<file path="config.mk">
export PLATFORM = sky130hd
export DESIGN_NAME = instr_fetch_unit
export DESIGN_NICKNAME = d
export VERILOG_FILES = /design/src/rtl/instr_fetch_unit.sv
export SDC_FILE = /design/constraint.sdc
export NUM_CORES = 1
export LEC_CHECK = 0
export CORE_MARGIN = 2
export CORE_UTILIZATION = 53
export CTS_CLUSTER_DIAMETER = 150
export DETAILED_ROUTE_END_ITERATION = 7
export GPL_ROUTABILITY_DRIVEN = 0
export GPL_TIMING_DRIVEN = 0
export PLACE_DENSITY = 0.95
export SLEW_MARGIN = 20
export SYNTH_ARGS = -nofsm -noshare
export SYNTH_HDL_FRONTEND = slang
export SYNTH_SLANG_ARGS = --single-unit
</file>
<file path="constraint.sdc">
create_clock -name clk -period 6.1 [get_ports clk]
set_input_delay 1.525 -clock clk [delete_from_list [all_inputs] [get_ports clk]]
set_output_delay 1.525 -clock clk [all_outputs]
set_load 0.01 [all_outputs]
</file>
<file path="src/rtl/instr_fetch_unit.sv">
// Instruction fetch unit: owns the PC, issues credit-limited word fetches and buffers responses for decode.
// Optional perf counters are enabled with `define IFU_PERF_CNT_EN.
module instr_fetch_unit #(
  parameter int ADDR_W   = 8,
  parameter int DATA_W   = 32,
  parameter int DEPTH    = 2,
  parameter int RESET_PC = 0
) (
  input  logic              clk,
  input  logic              reset,
  output logic              imem_req_valid,
  input  logic              imem_req_ready,
  output logic [ADDR_W-1:0] imem_req_addr,
  input  logic              imem_rsp_valid,
  input  logic [DATA_W-1:0] imem_rsp_data,
  output logic              dec_valid,
  input  logic              dec_ready,
  output logic [DATA_W-1:0] dec_instr,
  output logic [ADDR_W-1:0] dec_pc,
  output logic [5:0]        dec_op,
  output logic [5:0]        dec_fcode,
`ifdef IFU_PERF_CNT_EN
  output logic [31:0]       perf_fetch_cnt,
  output logic [31:0]       perf_stall_cnt,
`endif
  input  logic              redirect_valid,
  input  logic [ADDR_W-1:0] redirect_pc
);

  localparam int PTR_W = (DEPTH > 1) ? $clog2(DEPTH) : 1;
  localparam int CNT_W = $clog2(DEPTH + 1);

  logic [ADDR_W-1:0] pc;
  logic [DATA_W-1:0] data_mem [DEPTH];
  logic [ADDR_W-1:0] pc_mem   [DEPTH];
  logic [ADDR_W-1:0] tag_mem  [DEPTH];
  logic [PTR_W-1:0]  rd_ptr, wr_ptr, tag_rd_ptr, tag_wr_ptr;
  logic [CNT_W-1:0]  count, inflight, drop;
  logic [CNT_W-1:0]  inflight_nxt;
  logic              credit_ok, req_fire, push, pop;

  function automatic logic [PTR_W-1:0] next_ptr(input logic [PTR_W-1:0] p);
    return (p == PTR_W'(DEPTH - 1)) ? '0 : p + PTR_W'(1);
  endfunction

  // Issue side: credits cover both buffered and outstanding words, so the FIFO can never overflow.
  assign credit_ok      = ({1'b0, count} + {1'b0, inflight}) < (CNT_W + 1)'(DEPTH);
  assign imem_req_valid = !reset && !redirect_valid && credit_ok;
  assign imem_req_addr  = pc;
  assign req_fire       = imem_req_valid && imem_req_ready;
  assign inflight_nxt   = inflight + CNT_W'(req_fire) - CNT_W'(imem_rsp_valid);

  // Response side: a redirect in the same cycle makes the arriving word stale as well.
  assign push = imem_rsp_valid && (drop == '0) && !redirect_valid;
  assign pop  = dec_valid && dec_ready;

  always_ff @(posedge clk) begin
    if (reset) begin
      pc         <= ADDR_W'(RESET_PC);
      count      <= '0;
      inflight   <= '0;
      drop       <= '0;
      rd_ptr     <= '0;
      wr_ptr     <= '0;
      tag_rd_ptr <= '0;
      tag_wr_ptr <= '0;
    end else begin
      inflight <= inflight_nxt;
      if (req_fire)
        tag_wr_ptr <= next_ptr(tag_wr_ptr);
      if (imem_rsp_valid)
        tag_rd_ptr <= next_ptr(tag_rd_ptr);
      if (redirect_valid) begin
        // Everything still outstanding after this edge belongs to the old path.
        pc     <= redirect_pc & ~ADDR_W'(3);
        drop   <= inflight_nxt;
        count  <= '0;
        rd_ptr <= '0;
        wr_ptr <= '0;
      end else begin
        if (req_fire)
          pc <= pc + ADDR_W'(4);
        if (imem_rsp_valid && (drop != '0))
          drop <= drop - CNT_W'(1);
        if (push)
          wr_ptr <= next_ptr(wr_ptr);
        if (pop)
          rd_ptr <= next_ptr(rd_ptr);
        count <= count + CNT_W'(push) - CNT_W'(pop);
      end
    end
  end

  always_ff @(posedge clk) begin
    if (req_fire)
      tag_mem[tag_wr_ptr] <= pc;
    if (push) begin
      data_mem[wr_ptr] <= imem_rsp_data;
      pc_mem[wr_ptr]   <= tag_mem[tag_rd_ptr];
    end
  end

  // Head presentation: outputs read zero whenever the FIFO is empty, including right after reset.
  assign dec_valid = (count != '0);
  assign dec_instr = dec_valid ? data_mem[rd_ptr] : '0;
  assign dec_pc    = dec_valid ? pc_mem[rd_ptr]   : '0;
  assign dec_op    = dec_instr[31:26];
  assign dec_fcode = dec_instr[5:0];

`ifdef IFU_PERF_CNT_EN
  always_ff @(posedge clk) begin
    if (reset) begin
      perf_fetch_cnt <= '0;
      perf_stall_cnt <= '0;
    end else begin
      if (pop)
        perf_fetch_cnt <= perf_fetch_cnt + 32'd1;
      if (dec_ready && !dec_valid)
        perf_stall_cnt <= perf_stall_cnt + 32'd1;
    end
  end
`endif

endmodule

</file>
==> results.toml, run 1 <==
[sta]
worst_pin_slew_ns = 0.662
setup_viol = 0
finClkSkew_ns = 0.00737
period_needed_ns = 4.63
final_max_slew_viol_count = 0
tns_ns = 0
worst_slack_ns = 1.47
slew_headroom_pct = 55.8
fin_crit_sh_pct = 75.9
hold_viol = 0
rsz0062_at_grt = "no"
timing.fmax_mhz = 216

[placement]
dp_worst_setup_slack_ns = 1.49
dp_hpwl_mm = 5.72
port_buffers = 101
dp_cells = 505

[setup_path]
max_stage_delay_ns = 0.57
crit_chain = "clkdlybuf4s50_1 -> or2_1 -> nor3_1 -> clkdlybuf4s50_1"
worst_ep_required_time_ns = 4.58
worstSetupPathType = "input port to primary output"
cpMaxStageDelayCell = "clkdlybuf4s50_1"
critPathArrivalTime_ns = 3.10
cp.buffers_inverters = 2
cp_common_cell = "clkdlybuf4s50_1"
critPathLaunchType = "input port"
worstPathMaxFanout = 6
crit_family = "buffers and inverters"
endpoint_kind = "primary output"

[clock_tree]
post-cts-setup-buffers = 0
worstSkewPairLatency_ns = 0.35
hold_buffers = 0
cts_max_path_buffers = 2
cts_htree_levels = 3
clk_pin_slew_ns = 0.10
cts-root-buf = "clkbuf_8"
cts_tree = "done"
cts_repair_resize_count = 0
cts_buffers = 9
clkSinkCount = 106

[power_and_ir_drop]
ir_worst_vdd_mv = 0.174
swShare_pct = 24.1
power_switching_w = 0.000344
p_clk_share_pct = 27.6
p_int_w = 0.00108
power_frac_seq_pct = 58.6
p_leak_nw = 1.96
p_per_area_nw_per_um2 = 249
combPwrFrac_pct = 13.8

[die]
die_x_um = 94.3
io_pins = 108
core_area_um2 = 7810
initial_core_util_pct = 55.3
die_h_um = 94.3
rows = 32
die_area_um2 = 8890

[global_route]
grt_pass1_vias = 2597
grt_pass1_wl_mm = 12.5
grt_max_degree = 22
grt-ovfl-total = 0
antenna_found_initial = 0
grt_usage_pct = 18.7

[synthesis]
syn_inst = 297
syn-cell-area_um2 = 4320
ys_seq_area_share_pct = 69.5
synth_cell_types = 34
ys_seq_elements = 106
post_synth.cell_area_avg_um2 = 14.5
yosys_warnings = 0

[detailed_routing]
drt_iter0_drc = 73
finalWirelength_mm = 7.85
route.vias.total = 2617
vias_per_cell = 5.02
drc = 0
ant_nets = 0
dr.pass1.iters = 4
post_drt_wl_per_cell_um = 15.1

[finish]
antennaDiodeCount = 0
area_delta_synth_final_pct = 32.5
final_util_pct = 73.3
final_cells = 521
layout-drive-gt1-share_pct = 12.2
final_net_count = 467

[hold_path]
hold_class = "flip-flop to flip-flop"

[job]
drv_cap = 0

[run_status]
outcome = "complete, no violations"
-- through the flow --
step,cell area (um2),hold slack (ns),total power [W]
5_1_grt,5720,0.542,0.00149
2_1_floorplan,4330,0.472,0.000951
3_3_place_gp,5470,0.487,0.00104
3_5_place_dp,5540,0.512,0.00105
6_report,5720,0.530,0.00143
4_1_cts,5720,0.527,0.00144
-- Yosys cell counts, drive strengths merged --
| library cell | instances | area [um2] |
|---|---|---|
| nand4bb | 1 | 27.5 |
| nor2 | 55 | 206 |
| or4 | 1 | 7.51 |
| and2 | 3 | 18.8 |
| or3 | 2 | 15.0 |
| nor3 | 2 | 10.0 |
| nand2 | 4 | 15.0 |
| nor2b | 2 | 12.5 |
| a21bo | 1 | 10.0 |
| fa | 1 | 20.0 |
| buf | 20 | 140 |
| xnor2 | 5 | 43.8 |
| nand3b | 3 | 22.5 |
| and3 | 1 | 6.26 |
| clkbuf | 7 | 26.3 |
| o21ai | 3 | 15.0 |
| o31ai | 2 | 15.0 |
| edfxtp | 88 | 2640 |
| inv | 10 | 37.5 |
| o211ai | 1 | 7.51 |
| nor3b | 1 | 12.5 |
| mux2i | 39 | 390 |
| dfxtp | 18 | 360 |
| a21oi | 1 | 5.00 |
| or2 | 1 | 6.26 |
| a2111oi | 1 | 8.76 |
| mux2 | 6 | 67.6 |
| a311oi | 3 | 26.3 |
| conb | 1 | 3.75 |
| and4 | 1 | 8.76 |
| xor2 | 3 | 26.3 |
| ha | 6 | 75.1 |
| a211oi | 4 | 30.0 |
-- flip-flops by register name, summed over array words and instances (netlist names), named ones only --
register and count:
imem_req_addr 6, count 2, inflight 2, tag_rd_ptr 1
pc_mem 12, tag_wr_ptr 1, drop 2, tag_mem 12
wr_ptr 1, rd_ptr 1, data_mem 64
-- final timing paths --
| check | from | slack, ns | cells after the start | endpoint |
|---|---|---|---|---|
| setup / recovery | reset | 1.47 | 4 | imem_req_valid |
| hold / removal | imem_req_addr[7] | 0.53 | 0 | tag_mem[0][7] |
| setup reg to reg | count[0] | 3.33 | 10 | drop[1] |
| hold reg to reg | imem_req_addr[7] | 0.53 | 0 | tag_mem[0][7] |
-- power by group through the flow --
stage / Combinational [W] / Clock, W / Sequential [W]
3_3_place_gp: 0.000183 / 0 / 0.000852
6_report: 0.000197 / 0.000394 / 0.000837
5_1_grt: 0.000216 / 0.000437 / 0.000840
3_5_place_dp: 0.000197 / 0 / 0.000853
4_1_cts: 0.000199 / 0.000404 / 0.000837
2_1_floorplan: 0.0000992 / 0 / 0.000851
-- placed cells by master (no fill, tap or decap), types with 2 or more instances in the layout --
| cell type | count |
|---|---|
| or3_2 | 2 |
| edfxtp_1 | 88 |
| nor2_4 | 2 |
| mux2i_1 | 39 |
| nand3b_1 | 3 |
| clkbuf_1 | 7 |
| buf_4 | 16 |
| nand2_1 | 4 |
| clkdlybuf4s50_1 | 101 |
| o31ai_1 | 2 |
| nor2_1 | 53 |
| clkinv_4 | 2 |
| a211oi_1 | 4 |
| buf_16 | 2 |
| nor3_1 | 2 |
| and2_1 | 3 |
| nor2b_1 | 2 |
| clkbuf_8 | 9 |
| dfxtp_1 | 18 |
| buf_2 | 4 |
| o21ai_0 | 3 |
| xnor2_1 | 5 |
| inv_1 | 10 |
| xor2_1 | 3 |
| conb_1 | 4 |
| ha_1 | 6 |
| inv_6 | 3 |
| a311oi_1 | 3 |
| mux2_2 | 6 |
-- cell families (layout without fill, tap and decap cells) --
kind of cell / count (synthesis) / in the layout / synth area share, %
AOI/OAI and AO/OA: 16 / 16 / 2.72
xor gates and xnor gates: 8 / 8 / 1.62
adders and majority gates: 7 / 7 / 2.20
buffers and inverters: 37 / 156 / 4.72
DFF: 106 / 106 / 69.5
muxes: 45 / 45 / 10.6
other: 1 / 4 / 0.0868
and+or+nand+nor: 77 / 77 / 8.54
-- final cells by class --
| type | instances | area, um2 |
|---|---|---|
| sequential | 106 | 3000 |
| fill | 514 | 2080 |
| multi-input combinational | 157 | 1140 |
| timing repair buffer | 103 | 1070 |
| buffer | 27 | 166 |
| tap | 102 | 128 |
| clock buffer | 9 | 124 |
| clock inverter | 7 | 60.1 |
| inverter | 10 | 37.5 |
-- per-layer routing --
layer	vias up	GRT usage, %	share of wire (%)
met4	0	5.31	1.1
met3	9	4.57	4.7
met5	-	0	0
met1	1249	21.1	40
li1	1284	-	-
met2	75	35.0	55
Note: power is estimated with default switching activity, not from simulation.
==> run 2: changes to the inputs <==
CORE_UTILIZATION = 44   (was 53)
PLACE_DENSITY = 0.86   (was 0.95)
clock period = 3.9 ns   (was 6.1 ns; I/O delays follow)
==> run 2 against run 1 <==
Sequential power is 57% higher. Worst hold slack worse by 0.0050 ns. Clock-buffer cell count is 1 higher. Critical path depth stayed put. Core utilization is 13 points lower. Cell count is 6.0% higher. Critical path type unchanged.
==> results.toml, run 2 (synthesis results as in run 1) <==
[run_status]
outcome = "complete, no violations"

[clock_tree]
clk_pin_slew_ns = 0.10
cts_repair_resize_count = 0
cts_max_path_buffers = 2
hold_buffers = 0
cts_htree_levels = 3
post-cts-setup-buffers = 0
cts-root-buf = "clkbuf_8"
cts_buffers = 9
worstSkewPairLatency_ns = 0.35
cts_tree = "done"
clkSinkCount = 106

[global_route]
grt_max_degree = 24
antenna_found_initial = 0
grt_usage_pct = 15.6
grt-ovfl-total = 0
grt_pass1_vias = 2600
grt_pass1_wl_mm = 12.5

[hold_path]
min_from = "imem_req_addr[7]"
whs_endpoint = "tag_mem[1][7]"
hold_class = "flip-flop to flip-flop"
holdPathStages = 0

[placement]
dp_hpwl_mm = 5.86
port_buffers = 101
dp_worst_setup_slack_ns = 0.366
dp_cells = 536

[setup_path]
worst_ep_required_time_ns = 2.92
critPathArrivalTime_ns = 2.61
worstReg2RegEnd = "drop[1]"
ff2ff_path_depth = 10
reg2reg_slack_ns = 1.12
worstPathMaxFanout = 6
critPathLaunchType = "input port"
r2r-start = "count[0]"
endpoint_kind = "primary output"
worstSetupPathType = "input port to primary output"

[power_and_ir_drop]
p_per_area_nw_per_um2 = 404
ir_worst_vdd_mv = 0.232
p_leak_nw = 1.98
power.total_w = 0.00234

[sta]
timing.fmax_mhz = 279
setup_viol = 0
hold_viol = 0
finClkSkew_ns = 0.00930
final_max_slew_viol_count = 0
period_needed_ns = 3.59
rsz0062_at_grt = "no"
slew_headroom_pct = 53.3
fin_crit_sh_pct = 92.0
tns_ns = 0
worst_pin_slew_ns = 0.699
holdWs_ns = 0.525
worst_slack_ns = 0.312

[die]
die_h_um = 103
rows = 36
die_area_um2 = 10600
die_x_um = 103
initial_core_util_pct = 44.8
io_pins = 108
core_area_um2 = 9640

[finish]
final_cell_mix = "clkdlybuf4s50_1, edfxtp_1, nor2_1, mux2i_1, dfxtp_1"
antennaDiodeCount = 0
layout-drive-gt1-share_pct = 11.7
final_common_cell = "clkdlybuf4s50_1"
regMostFlops = "data_mem"
area_delta_synth_final_pct = 34.2
final_cells = 552
largest_reg_flops = 64
fillers = 757
final_net_count = 467
top_regs = "data_mem: 64 flops, pc_mem: 12 flops, tag_mem: 12 flops"

[detailed_routing]
route.vias.total = 2602
drt_iter0_drc = 101
dr.pass1.iters = 4
ant_nets = 0
drc = 0
post_drt_wl_per_cell_um = 14.6
vias_per_cell = 4.71
finalWirelength_mm = 8.07

[job]
drv_cap = 0
## run 2: changes by cell type in the layout (fill, tap and decap cells not counted)
| cell | change |
|---|---|
| clkinv_2 | -1 |
| bufinv_16 | +2 |
| inv_6 | -2 |
| inv_8 | -1 |
| clkinv_1 | +1 |
| clkbuf_1 | +1 |
## run 2: area by class of cell
type / count / area (um2) / share of cell area [%]
clock inverters: 6 / 90.1 / 1.55
repair buffers: 103 / 1070 / 18.4
flip-flops and latches: 106 / 3000 / 51.8
plain buffers: 27 / 166 / 2.87
well taps: 133 / 166 / 2.87
clock buffers: 10 / 128 / 2.20
multi-input cells: 157 / 1140 / 19.7
inverters: 10 / 37.5 / 0.648
## run 2: worst max-delay path by stage
| stage | start | end | slack [ns] | cells after the start |
|---|---|---|---|---|
| after detailed placement | reset | imem_req_valid | 0.37 | 4 |
| final | reset | imem_req_valid | 0.31 | 4 |
| after global placement | imem_rsp_valid | data_mem[0][15] | -0.80 | 3 |
| after global routing | reset | imem_req_valid | 0.25 | 4 |
| after floorplan | redirect_valid | data_mem[0][0] | 0.64 | 2 |
| after CTS | reset | imem_req_valid | 0.34 | 4 |
## run 2: critical path: stages
cell and delay, ns:
clkdlybuf4s50_1 0.52, or2_1 0.34, nor3_1 0.20, clkdlybuf4s50_1 0.58
## run 2: layer usage
metal | share of wire, % | vias to the layer above | GRT usage [%]
met1 | 41 | 1229 | 18.3
met3 | 5.4 | 5 | 3.80
met2 | 54 | 87 | 29.0
met4 | 0.51 | 0 | 2.94
li1 | - | 1281 | -
met5 | 0 | - | 0
## run 2: report_power, final
part | switching (W) | total (W) | internal, W
clock network | 0.000357 | 0.000722 | 0.000365
registers | 0.0000242 | 0.00131 | 0.00128
logic | 0.000143 | 0.000309 | 0.000166
total | 0.000524 | 0.00234 | 0.00181
## run 2: stage by stage
step / cell area [um2] / utilization [%]
after floorplan: 4330 / -
after global placement: 5510 / 57.2
after detailed placement: 5580 / 57.9
after global routing: 5800 / 60.1
final: 5800 / 60.1
after CTS: 5800 / 60.1
